$ cat src/rtl/dmem_arbiter.sv
`default_nettype none
// ============================================================================
// Module   : dmem_arbiter
// Brief    : Round-robin CPU/debug arbiter and one-shot sequencer for data_mem.
//            Optional bounds check enabled by defining DMEM_ARB_BOUNDS_EN.
// Revision : 1.0 - initial release
// ============================================================================
module dmem_arbiter #(
    parameter int DEPTH      = 256,
    parameter int ADDR_SHIFT = 2
) (
    input  logic        clk,
    input  logic        rst,
    input  logic [1:0]  req,
    input  logic [1:0]  we,
    input  logic [31:0] addr0,
    input  logic [31:0] addr1,
    input  logic [31:0] wdata0,
    input  logic [31:0] wdata1,
    output logic [1:0]  ack,
    output logic [1:0]  rvalid,
    output logic [31:0] rdata,
    output logic [1:0]  err,
    output logic        mem_read,
    output logic        mem_write,
    output logic [31:0] mem_address,
    output logic [31:0] mem_data_in,
    input  logic [31:0] mem_data_out
);

    localparam logic [1:0] S_IDLE   = 2'd0;
    localparam logic [1:0] S_ACCESS = 2'd1;
    localparam logic [1:0] S_RDATA  = 2'd2;

    if (DEPTH < 1 || ADDR_SHIFT < 0 || ADDR_SHIFT > 31) begin : g_bad_params
        $error("dmem_arbiter: DEPTH must be >= 1 and ADDR_SHIFT in 0..31");
    end

    logic [1:0]  state_q, state_d;
    logic        last_owner_q, last_owner_d;
    logic        owner_q, owner_d;
    logic        we_q, we_d;
    logic [31:0] addr_q, addr_d;
    logic [31:0] wdata_q, wdata_d;
    logic [31:0] rdata_q, rdata_d;

    logic        w_grant_sel;
    logic [31:0] w_sel_word;
    logic        w_oob;
    logic [1:0]  w_owner_onehot;

    // On a tie the requester that did not own the last access wins.
    assign w_grant_sel    = (req == 2'b11) ? ~last_owner_q : req[1];
    assign w_sel_word     = (w_grant_sel ? addr1 : addr0) >> ADDR_SHIFT;
    assign w_owner_onehot = owner_q ? 2'b10 : 2'b01;

`ifdef DMEM_ARB_BOUNDS_EN
    localparam logic [31:0] DEPTH_W = 32'(DEPTH);
    logic oob_q, oob_d;

    assign w_oob = oob_q;
`else
    assign w_oob = 1'b0;
`endif

    // State register
    always_ff @(posedge clk or posedge rst) begin
        if (rst) begin
            state_q      <= S_IDLE;
            last_owner_q <= 1'b1;
            owner_q      <= 1'b0;
            we_q         <= 1'b0;
            addr_q       <= '0;
            wdata_q      <= '0;
            rdata_q      <= '0;
`ifdef DMEM_ARB_BOUNDS_EN
            oob_q        <= 1'b0;
`endif
        end else begin
            state_q      <= state_d;
            last_owner_q <= last_owner_d;
            owner_q      <= owner_d;
            we_q         <= we_d;
            addr_q       <= addr_d;
            wdata_q      <= wdata_d;
            rdata_q      <= rdata_d;
`ifdef DMEM_ARB_BOUNDS_EN
            oob_q        <= oob_d;
`endif
        end
    end

    // Next-state logic
    always_comb begin
        state_d      = state_q;
        last_owner_d = last_owner_q;
        owner_d      = owner_q;
        we_d         = we_q;
        addr_d       = addr_q;
        wdata_d      = wdata_q;
        rdata_d      = rdata_q;
`ifdef DMEM_ARB_BOUNDS_EN
        oob_d        = oob_q;
`endif
        case (state_q)
            S_IDLE: begin
                if (|req) begin
                    owner_d = w_grant_sel;
                    we_d    = w_grant_sel ? we[1] : we[0];
                    addr_d  = w_sel_word;
                    wdata_d = w_grant_sel ? wdata1 : wdata0;
`ifdef DMEM_ARB_BOUNDS_EN
                    oob_d   = (w_sel_word >= DEPTH_W);
`endif
                    state_d = S_ACCESS;
                end
            end
            S_ACCESS: begin
                if (we_q || w_oob) begin
                    last_owner_d = owner_q;
                    state_d      = S_IDLE;
                end else begin
                    state_d = S_RDATA;
                end
            end
            S_RDATA: begin
                rdata_d      = mem_data_out;
                last_owner_d = owner_q;
                state_d      = S_IDLE;
            end
            default: begin
                state_d = S_IDLE;
            end
        endcase
    end

    // Outputs decode from state and latches only, so reset clears them at once.
    always_comb begin
        ack         = 2'b00;
        rvalid      = 2'b00;
        mem_read    = 1'b0;
        mem_write   = 1'b0;
        mem_address = '0;
        mem_data_in = '0;
        rdata       = rdata_q;
        case (state_q)
            S_ACCESS: begin
                mem_address = addr_q;
                mem_data_in = wdata_q;
                if (!w_oob) begin
                    ack       = w_owner_onehot;
                    mem_write = we_q;
                    mem_read  = ~we_q;
                end
            end
            S_RDATA: begin
                rvalid = w_owner_onehot;
                rdata  = mem_data_out;
            end
            default: begin
                ack = 2'b00;
            end
        endcase
    end

`ifdef DMEM_ARB_BOUNDS_EN
    assign err = (state_q == S_ACCESS && w_oob) ? w_owner_onehot : 2'b00;
`else
    assign err = 2'b00;
`endif

endmodule
`default_nettype wire

$ cat config.mk
export PLATFORM = sky130hd
export DESIGN_NAME = dmem_arbiter
export DESIGN_NICKNAME = d
export VERILOG_FILES = /design/src/rtl/dmem_arbiter.sv
export SDC_FILE = /design/constraint.sdc
export NUM_CORES = 1
export LEC_CHECK = 0
export ABC_AREA = 1
export BUFFER_PORTS_ARGS = -buffer_cell sky130_fd_sc_hd__buf_4
export CAP_MARGIN = 20
export CORE_UTILIZATION = 51
export CTS_CLUSTER_DIAMETER = 50
export DETAILED_ROUTE_END_ITERATION = 16
export PLACE_DENSITY = 0.95
export SLEW_MARGIN = 10
export SYNTH_ARGS = -nofsm -noshare
export SYNTH_HDL_FRONTEND = slang
export SYNTH_SLANG_ARGS = --single-unit
$ cat constraint.sdc
create_clock -name clk -period 4.8 [get_ports clk]
set_clock_uncertainty 0.2 [all_clocks]
set_input_delay 0.48 -clock clk [delete_from_list [all_inputs] [get_ports clk]]
set_output_delay 0.48 -clock clk [all_outputs]
set_load 0.01 [all_outputs]
==> results.md, run 1 <==
- For the worst flop-to-flop path, the logic depth is 6.
- For this design, the slowest cell found on the critical path is inv_2.
- For the worst-skew pair, the clock arrives at the later sink with an insertion delay of 350 ps.
- The share of total power dissipated in the clock network is 11.8%.
- Detailed placement ended at an HPWL of 11.15 mm.
- The first-pass GRT wire length is 24.87 mm.
- Summed over all cells, the static leakage comes to 4.860 nW.
- The number of max-slew violations in the final report is 0.
- At the pin with the least slew margin, the transition time is 878.1 ps.
- Among the stages of the critical path, the cell type that occurs most often is inv_2.
- The detailed-route vias per instance is 4.826.
- The post-synthesis to final-layout area growth is 36.70%.
- The via count is 5864.
- The area of the core region is 0.01079 sq mm.
- Per report_power, the sequential group accounts for 32.4% of the total.
- The internal power consumption is 0.002482 W.
- After synthesis, the largest family of logic cells by area is simple AND/OR/NAND/NOR gates.
- The worst stage delay on the critical path is 440 ps.
- Of the synthesized area, sequential elements account for 43.91%.
- The initial antenna violation count is 0.
- The global-route usage over all layers is 27.49%.
- The post-synthesis adder-cell area fraction is 0%.
- Setup repair after global routing left no endpoint under its margin.
- Cells with a size suffix above 1 make up 27.44% of the layout.
- The synthesized netlist devotes 0.1773% of its cell area to compound gates.
- The post-route setup TNS is 0 ps.
- The Yosys step of the flow raised 0 warnings.
- Leaving out fill and tap cells, the most frequent cell in the layout is buf_4.
- The deepest level of the CTS H-tree is 3.
- After detailed routing, the number of remaining DRC violations is 2.
- The post-synthesis register bit count is 99.
- For the worst setup path, the data required time is 4120 ps.
- The finished layout holds 1215 standard cells, fillers aside.
- The top cell types in the final layout, fill and taps aside, are buf_4, nand2_1, inv_1.
- The total overflow left after global routing is 0.
- The initial utilization of the core area, before any placement, comes to 52.31%.
- Data arrives at the worst endpoint at 2150 ps.
- The number of I/O pins is 270.
- STA classifies the critical path startpoint as a flip-flop.
- The type of destination of the critical path is an output port.
- In this run the horizontal extent of the chip is 107.2 um.
- The maximum number of pins on one net before global-route repair is 67.
- The average wire per cell in the routed design is 13.12 um.
- The final-report setup violation count is 0.
- After the last flow step, the layout net total stands at 1236.
- The final cell utilization of the core is 71.50%.
- The synthesized netlist cell count is 842.
- Of the total synthesized cell area, the portion taken by XOR and XNOR cells is 0%.
- The checks that failed: DRC.
- Of the total power, the share spent switching nets is 44.66%.
- Setup slack on the worst reg-to-reg path comes out at 2280 ps.
- In this run the critical register-to-register path is launched from last_owner_q.
- In this run, distinct cell masters in the synthesized netlist total 17.
- The total of max-cap violations is 0.
- Measured against its own limit, the worst slew margin works out to 41.24%.
- The count of nets left with antenna violations once routing finished came out at 0.
- The routed design has 15.94 mm of wire.
- The setup path with the least slack is of type reg2out.
- The worst path uses 58.93% of the clock period.
- The run finished, with violations left.
- For this design, the sink count on the clock tree is 99.
- Input and output buffers added on the ports amount to 261.
- The path class of the lowest-slack min-delay path is in2async.
- The initial DRC count is 306.
- The height of the die is 107.2 um.
- The endpoint of the worst-slack reg-to-reg timing path is addr_q[13].
- The netlist area before placement is 0.005645 sq mm.
- The average cell area after synthesis is 6.705 sq um.
- The TritonCTS clock tree is built.
- The number of cells in the design after placement is 1198.
- In this run the post-CTS setup repair buffer count came out at 0.
- The number of endpoints with negative hold slack in the final report is 0.
- 0 antenna diodes ended up in the layout.
- The maximum frequency from static timing analysis is 353.5 MHz.
- The critical path goes through inv_2 > nor2_2 > inv_2 > buf_12 > nor2_1 > buf_4.
- The minimum period implied by the final worst setup slack is 2829 ps.
- The number of hold-repair buffers added at the cts stage is 0.
- In this run the core area contains 38 standard-cell rows.
- The number of buffers created by CTS is 9.
- The maximum vdd ir drop is 0.3223 mV.
- The peak fanout along the critical path is 46.
- The CTS clock-pin slew for the worst setup and hold paths is 110 ps.
- The deepest clock path buffer count is 2.
- For this run, the detailed router's first-pass iteration total came to 11.
- The number of cells upsized or downsized after cts is 0.
- The placer congestion estimate is 0.8308.
- The combinational cell fraction of total power is 55.8%.
- The multiplexer fraction of the synthesized cell area is 0%.
- In this run the power density over the cells is 581.2 mW/mm^2.
- Fill cells in the final layout number 879.
- The via count of the first global-routing pass was 5327.
- The full die area is 0.01149 sq mm.
- Summed over all nets, the switching power comes to 0.002003 W.
- The share of synthesized cell area in and, or, nand and nor gates is 36.90%.
- The root cell of the clock tree is clkbuf_8.
-- stage by stage --
step	area [sq um]	power (W)	worst slack [ps]	hold WS, ps
after floorplan	5657	0.002982	1531	249.0
after global placement	7501	0.003857	2053	251.4
after detailed placement	7501	0.003960	2039	257.1
after CTS	7697	0.004494	1632	54.47
after global routing	7717	0.004844	1812	80.06
final	7717	0.004486	1971	39.24
-- critical path: cells and delay by family, from the launching register on --
kind,cells,cell delay (ps)
AND/OR/NAND/NOR,2,170
flip-flops,1,400
buffers and inverters,4,1230
-- per-layer routing --
| metal | wire, um | up-vias | global-route usage [%] |
|---|---|---|---|
| met5 | 0 | - | 0 |
| met4 | 531 | 0 | 11.15 |
| met3 | 1144 | 41 | 5.532 |
| met2 | 8082 | 253 | 48.94 |
| met1 | 6186 | 2658 | 32.26 |
| li1 | - | 2912 | - |
-- final cells by class --
class                           instances  area [sq um]  area share, %
Timing Repair Buffer                  267          2017          26.13
Multi-Input combinational cell        499          2120          27.46
Inverter                              194         730.7          9.468
Clock buffer                            9         123.9          1.605
Sequential cell                        99          2479          32.12
Clock inverter                          7         72.57         0.9403
Tap cell                              140         175.2          2.270
-- worst max-delay path by stage --
stage,from,end,cells past startpoint
after floorplan,rst,addr_q[0],1
after global placement,state_q[0],mem_data_in[8],5
after detailed placement,state_q[0],mem_address[3],5
after CTS,state_q[0],mem_address[3],5
after global routing,state_q[0],mem_data_in[25],6
final,state_q[0],mem_data_in[3],6
-- cells in the mapped netlist --
master,instances,area [sq um]
nand2_1,259,972.2
buf_2,24,120.1
inv_2,2,7.510
inv_1,192,720.7
buf_4,12,90.09
nor2_8,1,20.02
o21ai_1,2,10.01
nor2_2,2,12.51
nand2_4,1,11.26
nand2_2,2,12.51
nand3_1,159,795.8
buf_6,9,101.4
clkbuf_1,8,30.03
conb_1,1,3.750
nor2_1,69,259.0
dfrtp_1,98,2452
dfstp_2,1,26.28
-- power groups by stage --
stage | combinational (W) | clock, W | sequential, W
finish | 0.00250 | 0.000528 | 0.00146
global route | 0.00277 | 0.000573 | 0.00150
CTS | 0.00250 | 0.000541 | 0.00145
detailed placement | 0.00250 | 0 | 0.00146
global placement | 0.00241 | 0 | 0.00145
floorplan | 0.00157 | 0 | 0.00141
-- sequential cells by signal, indices dropped and copies added (netlist names) --
name,cells
addr_q,30
wdata_q,32
rdata_q,32
owner_q,1
last_owner_q,1
we_q,1
state_q,2
-- cell families after synthesis --
family,count (synthesis)
and+or+nand+nor,493
buffers and inverters,247
DFF,99
AOI/OAI and AO/OA,2
other,1
No activity file was read; power rests on OpenSTA's default activity.
==> run 2: changes to the inputs <==
--- a/config.mk
+++ b/config.mk
@@ -8,10 +8,10 @@
 export ABC_AREA = 1
 export BUFFER_PORTS_ARGS = -buffer_cell sky130_fd_sc_hd__buf_4
 export CAP_MARGIN = 20
-export CORE_UTILIZATION = 51
+export CORE_UTILIZATION = 43
 export CTS_CLUSTER_DIAMETER = 50
 export DETAILED_ROUTE_END_ITERATION = 16
-export PLACE_DENSITY = 0.95
+export PLACE_DENSITY = 0.89
 export SLEW_MARGIN = 10
 export SYNTH_ARGS = -nofsm -noshare
 export SYNTH_HDL_FRONTEND = slang
==> constraint.sdc (replaced) <==
create_clock -name clk -period 2.6 [get_ports clk]
set_clock_uncertainty 0.2 [all_clocks]
set_input_delay 0.26 -clock clk [delete_from_list [all_inputs] [get_ports clk]]
set_output_delay 0.26 -clock clk [all_outputs]
set_load 0.01 [all_outputs]
==> run 2 against run 1 <==
  * The run now ends clean
  * Sequential power is 87% higher
  * Final area up 7.9%
  * Sequential cell count is the same
  * Via count increased by 4.7%
  * Critical path type unchanged
  * Highest routed layer unchanged
==> results.md, run 2 (synthesis gave the netlist of run 1 again) <==
- The global-route usage over all layers is 25.41%.
- The detailed router finished its first iteration with 410 violations.
- In the final layout, the registers with the most flip-flops are rdata_q: 32 flops, wdata_q: 32 flops, addr_q: 30 flops.
- The net count of the finished layout is 1277.
- The via count of the first global-routing pass is 5549.
- Cell internal power was estimated by the tool at 0.005189 W.
- The via count is 6142.
- The first global-routing pass estimated 26.28 mm of wire.
- The number of hold-repair buffers added at the cts stage is 37.
- In this run the count of I/O pins placed on the die edge is 270.
- The number of max-slew violations in the final report is 0.
- Clock latency on the worst-skew pair, taken at its later pin, is 340 ps.
- The number of cells upsized or downsized after cts is 0.
- The share of the clock period used by the worst path after layout is 82.63%.
- The number of iterations in the first detailed-routing pass is 5.
- After detailed routing, the number of vias per cell comes to 4.765.
- The total area inside the core boundary comes to 0.01272 sq mm.
- On the critical path, the stage with the largest delay is an instance of dfrtp_1.
- The average wire per cell in the routed design is 13.72 um.
- The part of the power in the clock network is 16.1%.
- For the worst setup path, the data required time is 2140 ps.
- At the end of the flow the core is filled with cells to 65.47%.
- The number of clock buffers added by TritonCTS is 9.
- The path class of the lowest-slack min-delay path is in2reg.
- The root cell of the clock tree is clkbuf_16.
- IR analysis of the VDD net gives a maximum drop of 0.4566 mV.
- The worst hold slack after final layout is 11.66 ps.
- After layout, the worst setup slack is 451.6 ps.
- The post-synthesis to final-layout area growth is 47.54%.
- Setup repair after global routing left no endpoint under its margin.
- Dividing total power by cell area gives a power density of 1081 mW/mm^2.
- Along the worst path, the maximum fanout reaches 32.
- Setup violations remaining at the end of the flow were counted as 0.
- The count of buffers inserted at the top-level ports is 261.
- From bottom edge to top edge, the die measures 116.6 um.
- The initial standard-cell utilization of the core is 44.37%.
- In this run the horizontal extent of the chip is 116.6 um.
- The routed design has 17.69 mm of wire.
- The maximum number of pins on one net before global-route repair is 67.
- Counting both buffers and inverters, the worst setup path holds a total of 3.
- The type of destination of the critical path is an output port.
- In this design, the critical path's most frequently occurring cell is buf_4.
- The net switching fraction of the power is 42.35%.
- The deepest level of the CTS H-tree is 3.
- Across the run, the number of max-cap violations was 0.
- The floorplan has 41 rows.
- Per report_power, the sequential group accounts for 30.4% of the total.
- The deepest clock path buffer count is 2.
- The run finished with clean final reports.
- Clock-pin slew was measured on the worst setup and hold paths at 70 ps.
- The library cell used most frequently in the layout, excluding fill and tap cells, is buf_4.
- The congestion estimate from routability-driven global placement came to 0.7630.
- The path type of the worst setup path is reg2out.
- Timing would allow up to 465.5 MHz.
- CTS saw 99 sinks.
- The minimum period implied by the final worst setup slack is 2148 ps.
- The critical path goes through inv_2 > buf_4 > nand3_1 > nand2_1 > buf_4.
- The full die area is 0.01359 sq mm.
- Detailed placement ended at an HPWL of 11.34 mm.
- The largest single stage delay on the critical path is 380 ps.
- The post-route setup TNS is 0 ps.
- After global routing the overflow that remains totals 0.
- Measured against its own limit, the worst slew margin works out to 47.87%.
- The combinational cell fraction of total power is 53.5%.
- For this design the total switching power over the nets is 0.003811 W.
- The number of endpoints with negative hold slack in the final report is 0.
- The buffer count from post-CTS setup fixing is 0.
- For the worst setup path, the data arrival time is 1690 ps.
- The initial antenna violation count is 1.
- The kind of start point of the critical path is a flip-flop.
- The TritonCTS clock tree is built.
- The ratio of cells with drive above 1 in the final layout is 26.79%.
- The cell family contributing the most delay on the critical path is buffers and inverters.
- In the layout the commonest cells are buf_4, nand2_1, inv_1.
- Timing analysis after detailed placement gives a worst setup slack of 819.2 ps.
- The count of unresolved DRC violations after routing is 0.
- Counting the fill cells in the layout gives 1048.
- For the pin with the worst max-slew slack, the measured transition is 780.3 ps.
- The detail route stage leaves a number of antenna-violating nets equal to 0.
- In this run the static leakage power is 5.109 nW.
## run 2: area by class of cell
type | count | area, sq um | area share, %
Timing Repair Buffer | 308 | 2455 | 29.47
Clock inverter | 6 | 87.58 | 1.052
Inverter | 194 | 732.0 | 8.788
Antenna cell | 1 | 2.502 | 0.03004
Clock buffer | 10 | 239.0 | 2.869
Sequential cell | 99 | 2479 | 29.76
Multi-Input combinational cell | 499 | 2120 | 25.45
Tap cell | 172 | 215.2 | 2.584
## run 2: final timing paths
check	startpoint	cells past startpoint	slack, ps	to
max	state_q[0]	5	450	rdata[12]
min	addr0[31]	5	10	addr_q[29]
max reg2reg	last_owner_q	5	820	addr_q[18]
min reg2reg	rdata_q[31]	2	270	rdata_q[31]
max in group asynchronous	rst	4	1000	last_owner_q
min in group asynchronous	rst	3	410	rdata_q[7]
## run 2: stage by stage
stage	std cells	area (sq um)	power [W]
final	1289	8329	0.009000
after global routing	1289	8329	0.009698
after CTS	1288	8327	0.008966
after detailed placement	1235	7630	0.007434
after global placement	1235	7630	0.007279
after floorplan	845	5660	0.005507
## run 2: worst reg2reg max path, delay by kind of cell, from the launching register on
family	cells	cell delay, ps
DFF	1	540
and+or+nand+nor	5	930
## run 2: routing by layer
metal | wire (um) | up-vias | part of all wire, % | track usage, %
met5 | 0 | - | 0 | 0
met4 | 427 | 0 | 2.4 | 9.030
met3 | 1508 | 34 | 8.5 | 7.732
met2 | 8763 | 268 | 50 | 45.09
met1 | 6991 | 2841 | 40 | 28.86
li1 | - | 2999 | - | -
## run 2: power by group through the flow
stage	Combinational [W]	Sequential, W	Clock (W)
4_1_cts	0.00478	0.00271	0.00148
3_5_place_dp	0.00472	0.00272	0
3_3_place_gp	0.00459	0.00269	0
5_1_grt	0.00534	0.00281	0.00155
6_report	0.00481	0.00273	0.00145
2_1_floorplan	0.00290	0.00261	0
